==> config.mk <==
export PLATFORM = sky130hd
export DESIGN_NAME = reset_sequencer
export DESIGN_NICKNAME = d
export VERILOG_FILES = /design/src/rtl/reset_pkg.sv /design/src/rtl/reset_sync.sv /design/src/rtl/reset_sequencer.sv
export SDC_FILE = /design/constraint.sdc
export NUM_CORES = 1
export LEC_CHECK = 0
export ABC_AREA = 1
export CORE_UTILIZATION = 45
export CTS_CLUSTER_DIAMETER = 150
export CTS_CLUSTER_SIZE = 16
export DETAILED_ROUTE_END_ITERATION = 8
export PLACE_DENSITY_LB_ADDON = 0.08
export SYNTH_ARGS = -nofsm -noshare
export SYNTH_HDL_FRONTEND = slang
export SYNTH_HIERARCHICAL = 1
export SYNTH_SLANG_ARGS = --single-unit
==> constraint.sdc <==
create_clock -name CLK -period 2.21 [get_ports CLK]
set_input_delay 0.3315 -clock CLK [delete_from_list [all_inputs] [get_ports CLK]]
set_output_delay 0.3315 -clock CLK [all_outputs]
set_load 0.03 [all_outputs]
==> src/rtl/reset_pkg.sv <==
// Shared encodings for the reset sequencer: reset causes, FSM states and
// the release-point helper used by the channel release comparators.
package reset_pkg;

  localparam logic [1:0] CAUSE_POR = 2'd0;
  localparam logic [1:0] CAUSE_SW  = 2'd1;
  localparam logic [1:0] CAUSE_WDT = 2'd2;

  localparam logic [1:0] ST_ASSERT  = 2'd0;
  localparam logic [1:0] ST_RELEASE = 2'd1;
  localparam logic [1:0] ST_RUN     = 2'd2;

  // Counter value seen just before the edge that releases channel ch
  // (the counter reads 0 in the cycle after T0).
  function automatic int unsigned release_count(input int unsigned hold,
                                                input int unsigned stagger,
                                                input int unsigned ch);
    return hold - 1 + ch * stagger;
  endfunction

endpackage

==> src/rtl/reset_sync.sv <==
// Async-assert / sync-release flop chain for any asynchronous active-low reset.
module reset_sync #(
  parameter int unsigned SYNC_STAGES = 2
) (
  input  logic CLK,
  input  logic resetn,
  output logic sync_out
);

  logic [SYNC_STAGES-1:0] chain;

  always_ff @(posedge CLK or negedge resetn) begin
    if (!resetn) chain <= '0;
    else         chain <= {chain[SYNC_STAGES-2:0], 1'b1};
  end

  assign sync_out = chain[SYNC_STAGES-1];

endmodule

==> src/rtl/reset_sequencer.sv <==
// Power-on/system reset controller: holds reset, releases NUM_CH domains in a
// staggered order, and re-runs the sequence on software or watchdog requests.
module reset_sequencer
  import reset_pkg::*;
#(
  parameter int unsigned NUM_CH      = 2,
  parameter int unsigned HOLD_CYCLES = 31,
  parameter int unsigned STAGGER     = 16,
  parameter int unsigned SYNC_STAGES = 2,
  parameter int unsigned WDT_CYCLES  = 0
) (
  input  logic              CLK,
  input  logic              resetn,
  input  logic              sw_rst_req,
  input  logic              wdt_en,
  input  logic              wdt_kick,
  output logic [NUM_CH-1:0] rst_out,
  output logic              ready,
  output logic [1:0]        cause
);

  localparam int unsigned CNT_MAX = HOLD_CYCLES + (NUM_CH - 1) * STAGGER;
  localparam int unsigned CW      = $clog2(CNT_MAX + 2);

  logic [CW-1:0]     cnt;
  logic [1:0]        state;
  logic              sync_out;
  logic              pend;
  logic [1:0]        pend_cause;
  logic              sw_hit;
  logic              wdt_expire;
  logic              trig;
  logic [NUM_CH-1:0] rel_now;

  reset_sync #(.SYNC_STAGES(SYNC_STAGES)) u_sync (
    .CLK      (CLK),
    .resetn   (resetn),
    .sync_out (sync_out)
  );

  always_comb begin
    rel_now = '0;
    for (int unsigned k = 0; k < NUM_CH; k++)
      rel_now[k] = sync_out && (cnt == CW'(release_count(HOLD_CYCLES, STAGGER, k)));
  end

  assign sw_hit = (state == ST_RUN) && sw_rst_req;
  assign trig   = sw_hit || wdt_expire;

  // Requests are registered into pend, so the reset lands one edge after the
  // sampling edge; that edge also serves as T0 since the synchroniser stays high.
  always_ff @(posedge CLK or negedge resetn) begin
    if (!resetn) begin
      state      <= ST_ASSERT;
      cnt        <= '0;
      rst_out    <= '1;
      ready      <= 1'b0;
      cause      <= CAUSE_POR;
      pend       <= 1'b0;
      pend_cause <= CAUSE_POR;
    end else if (pend) begin
      state   <= ST_ASSERT;
      cnt     <= '0;
      rst_out <= '1;
      ready   <= 1'b0;
      cause   <= pend_cause;
      pend    <= 1'b0;
    end else begin
      pend       <= trig;
      pend_cause <= sw_hit ? CAUSE_SW : CAUSE_WDT;
      ready      <= (state == ST_RUN);
      if (state != ST_RUN && sync_out) begin
        if (cnt != CW'(CNT_MAX)) cnt <= cnt + 1'b1;
        rst_out <= rst_out & ~rel_now;
        if (rel_now[NUM_CH-1])  state <= ST_RUN;
        else if (rel_now[0])    state <= ST_RELEASE;
      end
    end
  end

  if (WDT_CYCLES > 0) begin : g_wdt
    localparam int unsigned WW = $clog2(WDT_CYCLES + 1);
    logic [WW-1:0] wdt_cnt;

    always_ff @(posedge CLK or negedge resetn) begin
      if (!resetn)
        wdt_cnt <= '0;
      else if (state != ST_RUN || pend || !wdt_en || wdt_kick)
        wdt_cnt <= '0;
      else if (wdt_cnt != WW'(WDT_CYCLES - 1))
        wdt_cnt <= wdt_cnt + 1'b1;
    end

    assign wdt_expire = (state == ST_RUN) && wdt_en && !wdt_kick &&
                        (wdt_cnt == WW'(WDT_CYCLES - 1));
  end else begin : g_no_wdt
    logic wdt_unused;
    assign wdt_unused = wdt_en ^ wdt_kick;
    assign wdt_expire = 1'b0;
  end

endmodule

==> results.txt <==
status: finished, final reports clean
Final Power: 793 uW
Synth area leader: dfrtp_1
maximum VDD drop: 0.511 mV
Vias per Instance: 4.70
number of H-tree levels: 1
Fmax achieved: 552 MHz
Mapped Area: 847 um2
Iter 0 DRT Violations: 6
number of global-route vias before repair: 560
Crit path largest cell delay: 0.66 ns
crit path max-delay cell type: clkdlybuf4s50_1
grt total ovfl: 0
die width: 45.4 um
syn_nets: 106
TritonCTS clock tree: done
max cap viols: 0
most common cell after layout, fill and taps aside: nand2_1
Final Hold Fails: 0
FF+latch count, synth: 18
Post-synth ARST share: 1.00
Post-synth EDFFs: 0
final core area utilization: 0.552
RePlAce Congestion: 0.772
Initial Util: 0.485
min cycle time layout: 1.81 ns
delay-heaviest family, CP: buffers and inverters
WL/cell: 10.1 um
post-route ant nets: 0
hpwl dp: 963 um
leakage: 0.000500 uW
Worst Skew: 0.00425 ns
layout cell share with drive strength beyond 1: 0.110
fin cells: 134
register area share after synthesis: 0.535
placed cell areas: 937 um2
pin count of the biggest net entering global routing: 19
most frequent cells in the layout: 34 x nand2_1, 16 x dfrtp_1, 12 x nor2_1
Ys Warns: 6
synthesized instance count: 99
Final period util: 0.820
GR Util met1: 0.224
CTS clk-pin slew, worst paths: 0.10 ns
cell count after placement: 130
Critical Path AT: 1.48 ns
DRT Wirelength: 1350 um
Post-CTS Setup Inserts: 0
met3 usage: 0.0357
type of origin of the critical path: flop
# IOs: 10
P&R area growth vs syn: 13.7%
Die Ht: 45.4 um
Inserted Clock Buffers: 3
Design Area, Final: 963 um2
Max Slew Vio Count: 0
first-pass iteration count of the detailed router: 5
critical path capture point type: output pin
Tot GR Track Use: 0.165
core area: 1750 um2
top_reg_cell synth: dfrtp_1
CTS Sinks: 18
setup repair after global routing missed its margin: no
# setup viols final: 0
critical path class: reg2out
CTS Root Cell: clkbuf_4
Hold Path Class: reg2reg
worst path cell trace: clkdlybuf4s50_1
first-pass GRT wire length: 2400 um
cts hold-fix bufs: 0
CTS resizes: 0
crit path buf inv count: 1
Worst Path Required: 1.88 ns
fill cell count: 180
CTS max path bufs: 2
met2 usage: 0.251
GRT busiest layer: met2
Final nets: 117
# rows: 15
n_diodes: 0
Pwr per Cell Area: 823 nW/um2
routed vias: 630
residual DRC count: 0
clk_lat worst skew: 0.28 ns
top post-synthesis cells by area: dfrtp_1 47%, nand2_1 15%, dfstp_2 6.2%
Total Die Area: 2060 um2
antenna violations before repair: 0
Post-Syn Area per Cell: 8.56 um2
Port Buf Inserts: 7
CP max FO: 2
unique cell type count in the Yosys netlist: 20
TNS Setup: 0 ns
area fraction of the dominant cell type after synthesis: 0.473
==> kinds of logic (layout without fill, tap and decap cells) <==
family	after synthesis	count (layout)	share of synthesized area
AND/OR/NAND/NOR	55	55	0.282
flip-flops	18	18	0.535
buffers and inverters	13	23	0.0738
AO/OA/AOI/OAI	7	7	0.0443
XOR/XNOR	3	3	0.0310
adder cells (fa/ha/maj)	2	2	0.0295
other	1	1	0.00443
==> worst paths after layout <==
| check | endpoint | startpoint | slack (ns) | depth (start not counted) |
|---|---|---|---|---|
| worst max register to register | state[0] | cnt[0] | 0.86 | 9 |
| worst min register to register | u_sync/chain[1] | u_sync/chain[0] | 0.36 | 0 |
| worst max-delay path | rst_out[1] | rst_out[1] | 0.40 | 1 |
| worst min-delay path | u_sync/chain[1] | u_sync/chain[0] | 0.36 | 0 |
| min in group asynchronous | cnt[0] | resetn | 0.37 | 2 |
| max in group asynchronous | rst_out[1] | resetn | 1.58 | 2 |
==> power by group <==
part	switching, uW	internal, uW
logic	113	78.3
registers	52.3	382
clock network	96.8	70.0
==> synth_stat cells (2+ instances only) <==
master,count
dfrtp_1,16
dfstp_2,2
ha_1,2
inv_1,9
nand2_1,34
nand3_1,5
nor2_1,12
o21ai_0,5
xor2_1,3
==> metal layers <==
layer | routed length (um) | share of wire
met1 | 683 | 0.51
met3 | 39 | 0.029
met5 | 0 | 0
met2 | 612 | 0.45
met4 | 12 | 0.0089
==> stage by stage <==
stage / setup slack [ns] / hold WS [ns]
floorplan: 1.03 / 0.0359
CTS: 0.382 / 0.370
detailed placement: 0.712 / 0.346
global placement: 0.710 / 0.333
global route: 0.349 / 0.376
finish: 0.399 / 0.364
==> registers in the layout, indices dropped and copies added (netlist names) <==
name,count
pend_cause,2
ready,1
cause,2
state,2
pend,1
cnt,6
u_sync/chain,2
rst_out,2
==> layout make-up <==
class	instances	area, um2	share of cell area
well taps	25	31.3	0.0325
repair buffers	8	77.6	0.0805
clock buffers	4	26.3	0.0273
multi-input cells	68	332	0.344
inverters	11	43.8	0.0455
flip-flops and latches	18	453	0.470
Note: power is estimated with default switching activity, not from simulation.
